[config.mk]
export PLATFORM = sky130hd
export DESIGN_NAME = mem_arbiter
export DESIGN_NICKNAME = d
export VERILOG_FILES = /design/src/rtl/mem_arb_pkg.sv /design/src/rtl/arb_rr2.sv /design/src/rtl/mem_arbiter.sv
export SDC_FILE = /design/constraint.sdc
export NUM_CORES = 1
export LEC_CHECK = 0
export ABC_AREA = 0
export BUFFER_PORTS_ARGS = -buffer_cell sky130_fd_sc_hd__buf_2
export CAP_MARGIN = 10
export CELL_PAD_IN_SITES_DETAIL_PLACEMENT = 0
export CELL_PAD_IN_SITES_GLOBAL_PLACEMENT = 1
export CORE_UTILIZATION = 34
export DETAILED_ROUTE_END_ITERATION = 10
export PLACE_DENSITY = 0.88
export SLEW_MARGIN = 20
export SYNTH_ARGS = -nofsm -noshare
export SYNTH_HDL_FRONTEND = slang
export SYNTH_SLANG_ARGS = --single-unit
[constraint.sdc]
create_clock -name clk_i -period 2 [get_ports clk_i]
set_clock_uncertainty 0.1 [all_clocks]
set_input_delay 0.4 -clock clk_i [delete_from_list [all_inputs] [get_ports clk_i]]
set_output_delay 0.4 -clock clk_i [all_outputs]
set_load 0.03 [all_outputs]
[src/rtl/mem_arb_pkg.sv]
// Shared types and constants for the two-port memory arbiter.
package mem_arb_pkg;

  typedef enum logic [1:0] {
    IDLE  = 2'd0,
    ISSUE = 2'd1,
    WAIT  = 2'd2,
    RESP  = 2'd3
  } state_t;

  localparam logic OWN_M0 = 1'b0;
  localparam logic OWN_M1 = 1'b1;

  localparam int CNT_W = 4;

endpackage

[src/rtl/arb_rr2.sv]
// Combinational two-way round-robin picker; prio_i names the port that wins a tie.
module arb_rr2
  import mem_arb_pkg::*;
(
  input  logic [1:0] req_i,
  input  logic       prio_i,
  output logic       valid_o,
  output logic       owner_o
);

  // Single requester wins outright; on a tie the priority port wins.
  always_comb begin
    valid_o = |req_i;
    owner_o = OWN_M0;
    case (req_i)
      2'b01:   owner_o = OWN_M0;
      2'b10:   owner_o = OWN_M1;
      2'b11:   owner_o = prio_i;
      default: owner_o = OWN_M0;
    endcase
  end

endmodule

[src/rtl/mem_arbiter.sv]
// Shares one memory port between two masters: grant, address issue,
// fixed-latency read wait, response pulse. All outputs are registered.
module mem_arbiter
  import mem_arb_pkg::*;
#(
  parameter int ADDR_W  = 16,
  parameter int DATA_W  = 16,
  parameter int MEM_LAT = 1
) (
  input  logic              clk_i,
  input  logic              rst_i,
  input  logic              m0_req_i,
  input  logic              m0_we_i,
  input  logic [ADDR_W-1:0] m0_addr_i,
  input  logic [DATA_W-1:0] m0_wdata_i,
  output logic              m0_gnt_o,
  output logic              m0_rvalid_o,
  output logic [DATA_W-1:0] m0_rdata_o,
  input  logic              m1_req_i,
  input  logic              m1_we_i,
  input  logic [ADDR_W-1:0] m1_addr_i,
  input  logic [DATA_W-1:0] m1_wdata_i,
  output logic              m1_gnt_o,
  output logic              m1_rvalid_o,
  output logic [DATA_W-1:0] m1_rdata_o,
  output logic              mem_we_o,
  output logic [ADDR_W-1:0] mem_addr_o,
  output logic [DATA_W-1:0] mem_wdata_o,
  input  logic [DATA_W-1:0] mem_rdata_i
);

  localparam logic [CNT_W-1:0] LAT_M1 = CNT_W'(MEM_LAT - 1);

  state_t            state_q, state_d;
  logic [CNT_W-1:0]  cnt_q, cnt_d;
  logic              prio_q, prio_d;
  logic              owner_q, owner_d;
  logic [1:0]        gnt_q, gnt_d;
  logic [1:0]        rvalid_q, rvalid_d;
  logic [DATA_W-1:0] rdata0_q, rdata0_d;
  logic [DATA_W-1:0] rdata1_q, rdata1_d;
  logic              mem_we_q, mem_we_d;
  logic [ADDR_W-1:0] mem_addr_q, mem_addr_d;
  logic [DATA_W-1:0] mem_wdata_q, mem_wdata_d;
  logic              arb_valid;
  logic              arb_owner;

  arb_rr2 u_arb (
    .req_i   ({m1_req_i, m0_req_i}),
    .prio_i  (prio_q),
    .valid_o (arb_valid),
    .owner_o (arb_owner)
  );

  // State and datapath registers; reset drops any in-flight read.
  always_ff @(posedge clk_i) begin
    if (rst_i) begin
      state_q     <= IDLE;
      cnt_q       <= '0;
      prio_q      <= OWN_M0;
      owner_q     <= OWN_M0;
      gnt_q       <= 2'b00;
      rvalid_q    <= 2'b00;
      rdata0_q    <= '0;
      rdata1_q    <= '0;
      mem_we_q    <= 1'b0;
      mem_addr_q  <= '0;
      mem_wdata_q <= '0;
    end else begin
      state_q     <= state_d;
      cnt_q       <= cnt_d;
      prio_q      <= prio_d;
      owner_q     <= owner_d;
      gnt_q       <= gnt_d;
      rvalid_q    <= rvalid_d;
      rdata0_q    <= rdata0_d;
      rdata1_q    <= rdata1_d;
      mem_we_q    <= mem_we_d;
      mem_addr_q  <= mem_addr_d;
      mem_wdata_q <= mem_wdata_d;
    end
  end

  // Next-state logic; during ISSUE mem_we_q tells a write from a read.
  always_comb begin
    state_d = state_q;
    case (state_q)
      IDLE: begin
        if (arb_valid) state_d = ISSUE;
        else           state_d = IDLE;
      end
      ISSUE: begin
        if (mem_we_q) state_d = IDLE;
        else          state_d = WAIT;
      end
      WAIT: begin
        if (cnt_q == '0) state_d = RESP;
        else             state_d = WAIT;
      end
      RESP:    state_d = IDLE;
      default: state_d = IDLE;
    endcase
  end

  // Next values of the registered outputs, counter and priority.
  always_comb begin
    cnt_d       = cnt_q;
    prio_d      = prio_q;
    owner_d     = owner_q;
    gnt_d       = 2'b00;
    rvalid_d    = 2'b00;
    rdata0_d    = rdata0_q;
    rdata1_d    = rdata1_q;
    mem_we_d    = 1'b0;
    mem_addr_d  = mem_addr_q;
    mem_wdata_d = mem_wdata_q;
    case (state_q)
      IDLE: begin
        if (arb_valid) begin
          owner_d = arb_owner;
          if (arb_owner == OWN_M1) begin
            gnt_d       = 2'b10;
            mem_we_d    = m1_we_i;
            mem_addr_d  = m1_addr_i;
            mem_wdata_d = m1_wdata_i;
          end else begin
            gnt_d       = 2'b01;
            mem_we_d    = m0_we_i;
            mem_addr_d  = m0_addr_i;
            mem_wdata_d = m0_wdata_i;
          end
        end else begin
          owner_d = owner_q;
        end
      end
      ISSUE: begin
        prio_d = ~owner_q;
        cnt_d  = LAT_M1;
      end
      WAIT: begin
        // Counter at zero marks the cycle in which mem_rdata is valid.
        if (cnt_q == '0) begin
          if (owner_q == OWN_M1) begin
            rdata1_d = mem_rdata_i;
            rvalid_d = 2'b10;
          end else begin
            rdata0_d = mem_rdata_i;
            rvalid_d = 2'b01;
          end
        end else begin
          cnt_d = cnt_q - {{(CNT_W-1){1'b0}}, 1'b1};
        end
      end
      RESP:    cnt_d = '0;
      default: cnt_d = '0;
    endcase
  end

  assign m0_gnt_o    = gnt_q[0];
  assign m1_gnt_o    = gnt_q[1];
  assign m0_rvalid_o = rvalid_q[0];
  assign m1_rvalid_o = rvalid_q[1];
  assign m0_rdata_o  = rdata0_q;
  assign m1_rdata_o  = rdata1_q;
  assign mem_we_o    = mem_we_q;
  assign mem_addr_o  = mem_addr_q;
  assign mem_wdata_o = mem_wdata_q;

endmodule
==> results.yml, run 1 <==
grt:
  grt_overflow: 0
  antenna_found_initial: 2
  grt_pass1_wl_um: 14800
  first_global_vias: 3119
  grt_max_degree: 72
  grt_use_total: 0.183
critical_path:
  worst_setup_path_end_kind: "flip-flop"
  r2r-end: "m1_rdata_o[15]"
  crit_fanout: 16
  required_ns: 2.11
  critPathKind: "reg -> reg"
  cp-start-kind: "flip-flop"
  r2r_cells: 4
  ff2ff_setup_slack_ns: 0.21
  arrival_ns: 1.91
drt:
  drtAntennaViolNets: 0
  wire_per_inst_um: 14.7
  viasPerCell: 5.01
  drtIter0Drc: 82
  drc: 0
  wirelength_um: 9640
  vias: 3275
  first_pass_iters: 4
worst_hold_path:
  hold_end: "mem_wdata_o[11]"
  hold_depth: 3
  min_from: "m0_wdata_i[11]"
  hold_path_class: "in -> reg"
finish:
  antenna-diode-count: 0
  area_growth_pct: 32.4
  final_cell_mix: "154 x buf_2, 77 x dfxtp_1, 52 x nand2b_1"
  layout_commonest_cell: "buf_2"
  layout-drive-gt1-share: 0.365
  nets: 604
  fin_area_mm2: 0.00450
floorplan:
  initial_core_util: 0.349
  die_w_um: 102
  io_pins: 155
  core_area_mm2: 0.00973
  dieHeight_um: 102
  row_count: 36
  die_area_mm2: 0.0104
placed_design:
  port_buffers: 154
  globalplace.congestion: 0.836
  place_area_mm2: 0.00432
  dp_hpwl_um: 6890
synthesis:
  seq_area_frac_synth: 0.454
  syn_nets: 461
  synth_warnings: 0
  syn_avg_cell_area_um2: 9.11
  ys_types: 28
  syn_area_mm2: 0.00340
  ys_ff_latch: 77
  syn_inst: 373
clock_network:
  htree_num_levels: 3
  cts_sinks: 77
  post_cts_buffers: 0
  path_clk_slew_ns: 0.08
  clock_latency_ns: 0.34
  cts_tree: "yes"
  clk_path_buf_depth: 2
  cts-root-buf: "clkbuf_8"
  cts_hold_buffers: 0
  cts_buffers: 9
  cts_resized: 0
timing:
  setup_viol: 0
  rsz0062_at_grt: "false"
  hold_viol: 0
  final.setup.tns_ns: 0
  fmax_mhz: 557
  post-route-period-util: 0.897
  slew_headroom: 0.727
  tightest_slew_ns: 0.409
  period_minus_slack_ns: 1.79
  drv_slew: 0
power:
  vdd_drop_max_mv: 0.410
  power.total_mw: 4.24
  power.density_mw_per_mm2: 942
  p_leak_nw: 2.06
outcome:
  status: "finished clean"
run:
  maxCapViolations: 0
==> cells in the mapped netlist <==
cell type  number  area share
dfxtp_1        77        0.45
nand2b_1       52       0.096
o21ai_0        36       0.053
mux2i_1        35        0.10
clkbuf_1       34       0.038
nand3_1        34       0.050
a21oi_1        33       0.049
a311oi_1       32       0.082
nand2_1         7      0.0077
nor2_1          6      0.0066
inv_1           4      0.0044
or3_1           3      0.0055
a211oi_1        2      0.0044
buf_6           2      0.0066
ha_1            2      0.0074
nor2b_1         2      0.0037
a21boi_0        1      0.0022
a21o_1          1      0.0022
and2_1          1      0.0018
buf_2           1      0.0015
buf_4           1      0.0022
nor3_4          1      0.0048
nor4_1          1      0.0018
o311ai_0        1      0.0026
o41ai_1         1      0.0026
or2_1           1      0.0018
or3b_2          1      0.0026
or3b_4          1      0.0033
==> sequential cells by signal (all words and copies together) (netlist names), named ones only <==
register and flops:
m0_rdata_o 16, m1_rdata_o 16, mem_addr_o 16, mem_wdata_o 16, cnt_q 4, gnt_q 2
rvalid_q 2, mem_we_o 1, owner_q 1, prio_q 1, state_q 1
==> worst max-delay path, stage by stage (launching register included) <==
cell and delay, ns:
dfxtp_1 0.41, or3b_4 0.44, or3_1 0.33, buf_4 0.24
mux2i_1 0.15
==> report_power, final <==
group | internal [mW] | switching [mW]
Sequential | 1.72 | 0.109
Combinational | 0.480 | 0.868
Clock | 0.513 | 0.547
Total | 2.71 | 1.52
==> kinds of logic after synthesis <==
kind of cell,count (synthesis),synth area share
buffers and inverters,42,0.0523
AND/OR/NAND/NOR,110,0.186
multiplexers,35,0.103
AO/OA/AOI/OAI,107,0.198
adder cells (fa/ha/maj),2,0.00736
flip-flops,77,0.454
==> area by class of cell <==
type,count,area [um^2]
clock buffer,12,155
clock inverter,4,22.5
fill,979,5230
inverter,4,15.0
multi-input combinational,254,1680
sequential,77,1540
tap,133,166
timing repair buffer,170,916
==> stage by stage <==
step / hold slack [ns] / util / worst slack [ns] / std cells
floorplan: 0.345 / - / 0.205 / 373
global placement: 0.355 / 0.444 / 0.268 / 638
detailed placement: 0.363 / 0.444 / 0.225 / 638
CTS: 0.223 / 0.463 / 0.205 / 654
global route: 0.232 / 0.463 / 0.104 / 654
finish: 0.243 / 0.463 / 0.205 / 654
==> per-layer routing <==
metal / GRT usage / wire [um] / part of all wire / up-vias
li1: - / - / - / 1633
met1: 0.220 / 4250 / 0.44 / 1484
met2: 0.306 / 4410 / 0.46 / 145
met3: 0.0602 / 837 / 0.087 / 13
met4: 0.0681 / 139 / 0.014 / 0
met5: 0 / 0 / 0 / -
==> worst max path at each step <==
| stage | from | end | slack (ns) | depth (start not counted) |
|---|---|---|---|---|
| global placement | flip-flop | m1_rdata_o[10] | 0.27 | 4 |
| finish | flip-flop | m1_rdata_o[15] | 0.21 | 4 |
| global route | cnt_q[0] | m1_rdata_o[7] | 0.10 | 6 |
| detailed placement | flip-flop | m1_rdata_o[15] | 0.23 | 4 |
| CTS | flip-flop | m1_rdata_o[15] | 0.21 | 4 |
| floorplan | m1_req_i | mem_addr_o[0] | 0.20 | 7 |
(Power assumes the default switching activity.)
==> inputs of run 2 (changes only) <==
- CORE_MARGIN: unset -> 2
==> results.yml, run 2 (synthesized netlist as in run 1, its figures left out) <==
clock_network:
  cts_buffers: 9
  cts_hold_buffers: 0
  cts_sinks: 77
  htree_num_levels: 3
  clk_path_buf_depth: 2
  cts_resized: 0
  cts_tree: "yes"
  post_cts_buffers: 0
  path_clk_slew_ns: 0.09
  cts-root-buf: "clkbuf_8"
  clock_latency_ns: 0.34
power:
  power.total_mw: 4.57
  vdd_drop_max_mv: 0.459
  power.density_mw_per_mm2: 1000
  p_leak_nw: 2.08
drt:
  wire_per_inst_um: 14.7
  drtIter0Drc: 124
  drtAntennaViolNets: 0
  first_pass_iters: 4
  drc: 0
  wirelength_um: 9600
  vias: 3290
  viasPerCell: 5.04
timing:
  hold_viol: 0
  setup_viol: 0
  final.setup.tns_ns: 0
  rsz0062_at_grt: "false"
  slew_headroom: 0.714
  period_minus_slack_ns: 1.81
  fmax_mhz: 553
  drv_slew: 0
  tightest_slew_ns: 0.428
  post-route-period-util: 0.904
floorplan:
  dieHeight_um: 104
  initial_core_util: 0.349
  die_area_mm2: 0.0108
  die_w_um: 104
  core_area_mm2: 0.00973
  row_count: 36
  io_pins: 155
finish:
  nets: 603
  final_cell_mix: "154 x buf_2, 77 x dfxtp_1, 52 x nand2b_1"
  layout_commonest_cell: "buf_2"
  antenna-diode-count: 0
  area_growth_pct: 34.0
  layout-drive-gt1-share: 0.363
worst_hold_path:
  hold_depth: 3
  hold_path_class: "in -> reg"
  hold_end: "m1_rdata_o[1]"
  min_from: "mem_rdata_i[1]"
placed_design:
  dp_hpwl_um: 6850
  globalplace.congestion: 0.795
  port_buffers: 154
critical_path:
  r2r_cells: 4
  arrival_ns: 1.93
  crit_fanout: 16
  worst_setup_path_end_kind: "flip-flop"
  r2r-end: "m1_rdata_o[9]"
  required_ns: 2.12
  ff2ff_setup_slack_ns: 0.19
  cp-start-kind: "flip-flop"
  critPathKind: "reg -> reg"
grt:
  grt_overflow: 0
  grt_pass1_wl_um: 15200
  grt_use_total: 0.173
  antenna_found_initial: 0
  first_global_vias: 3156
  grt_max_degree: 49
outcome:
  status: "finished clean"
run:
  maxCapViolations: 0
-- run 2: changes by cell type in the layout (fill, tap and decap cells not counted) --
cell,before,now
bufinv_16,0,3
clkbuf_8,11,9
clkinv_2,3,1
buf_4,14,13
clkinv_4,0,1
-- run 2: through the flow --
step / hold slack (ns) / instance area [um^2] / std cells / util / setup slack (ns)
after floorplan: 0.345 / 3400 / 373 / - / 0.205
after global placement: 0.355 / 4320 / 637 / 0.444 / 0.267
after detailed placement: 0.361 / 4320 / 637 / 0.444 / 0.219
after CTS: 0.217 / 4550 / 653 / 0.468 / 0.187
after global routing: 0.226 / 4550 / 653 / 0.468 / 0.135
final: 0.233 / 4550 / 653 / 0.468 / 0.192
-- run 2: worst max path at each step --
stage,from,end,slack [ns],cells after the start
2_1_floorplan,m1_req_i,mem_addr_o[0],0.20,7
3_3_place_gp,flip-flop,m1_rdata_o[12],0.27,4
3_5_place_dp,flip-flop,m1_rdata_o[9],0.22,4
4_1_cts,flip-flop,m1_rdata_o[9],0.19,4
5_1_grt,cnt_q[0],m1_rdata_o[7],0.13,6
6_report,flip-flop,m1_rdata_o[9],0.19,4
-- run 2: layout make-up --
type                    instances  area (um^2)
clock buffers                  10          128
clock inverters                 6          111
well taps                     133          166
flip-flops and latches         77         1540
fillers                       978         5170
inverters                       4         15.0
repair buffers                169          908
multi-input cells             254         1680
-- run 2: per-layer routing --
metal / share of wire / global-route usage
met5: 0 / 0
met4: 0.018 / 0.0743
met3: 0.089 / 0.0489
met2: 0.44 / 0.267
met1: 0.45 / 0.225
-- run 2: critical path, cell delays in order, from the launching register on --
cell and delay (ns):
dfxtp_1 0.42, or3b_4 0.44, or3_1 0.33, buf_4 0.23, mux2i_1 0.15
-- run 2: power by group --
| part | internal, mW | switching (mW) | leakage, nW |
|---|---|---|---|
| Sequential | 1.72 | 0.106 | 0.631 |
| Clock | 0.830 | 0.574 | 0.116 |
| Combinational | 0.466 | 0.868 | 1.34 |
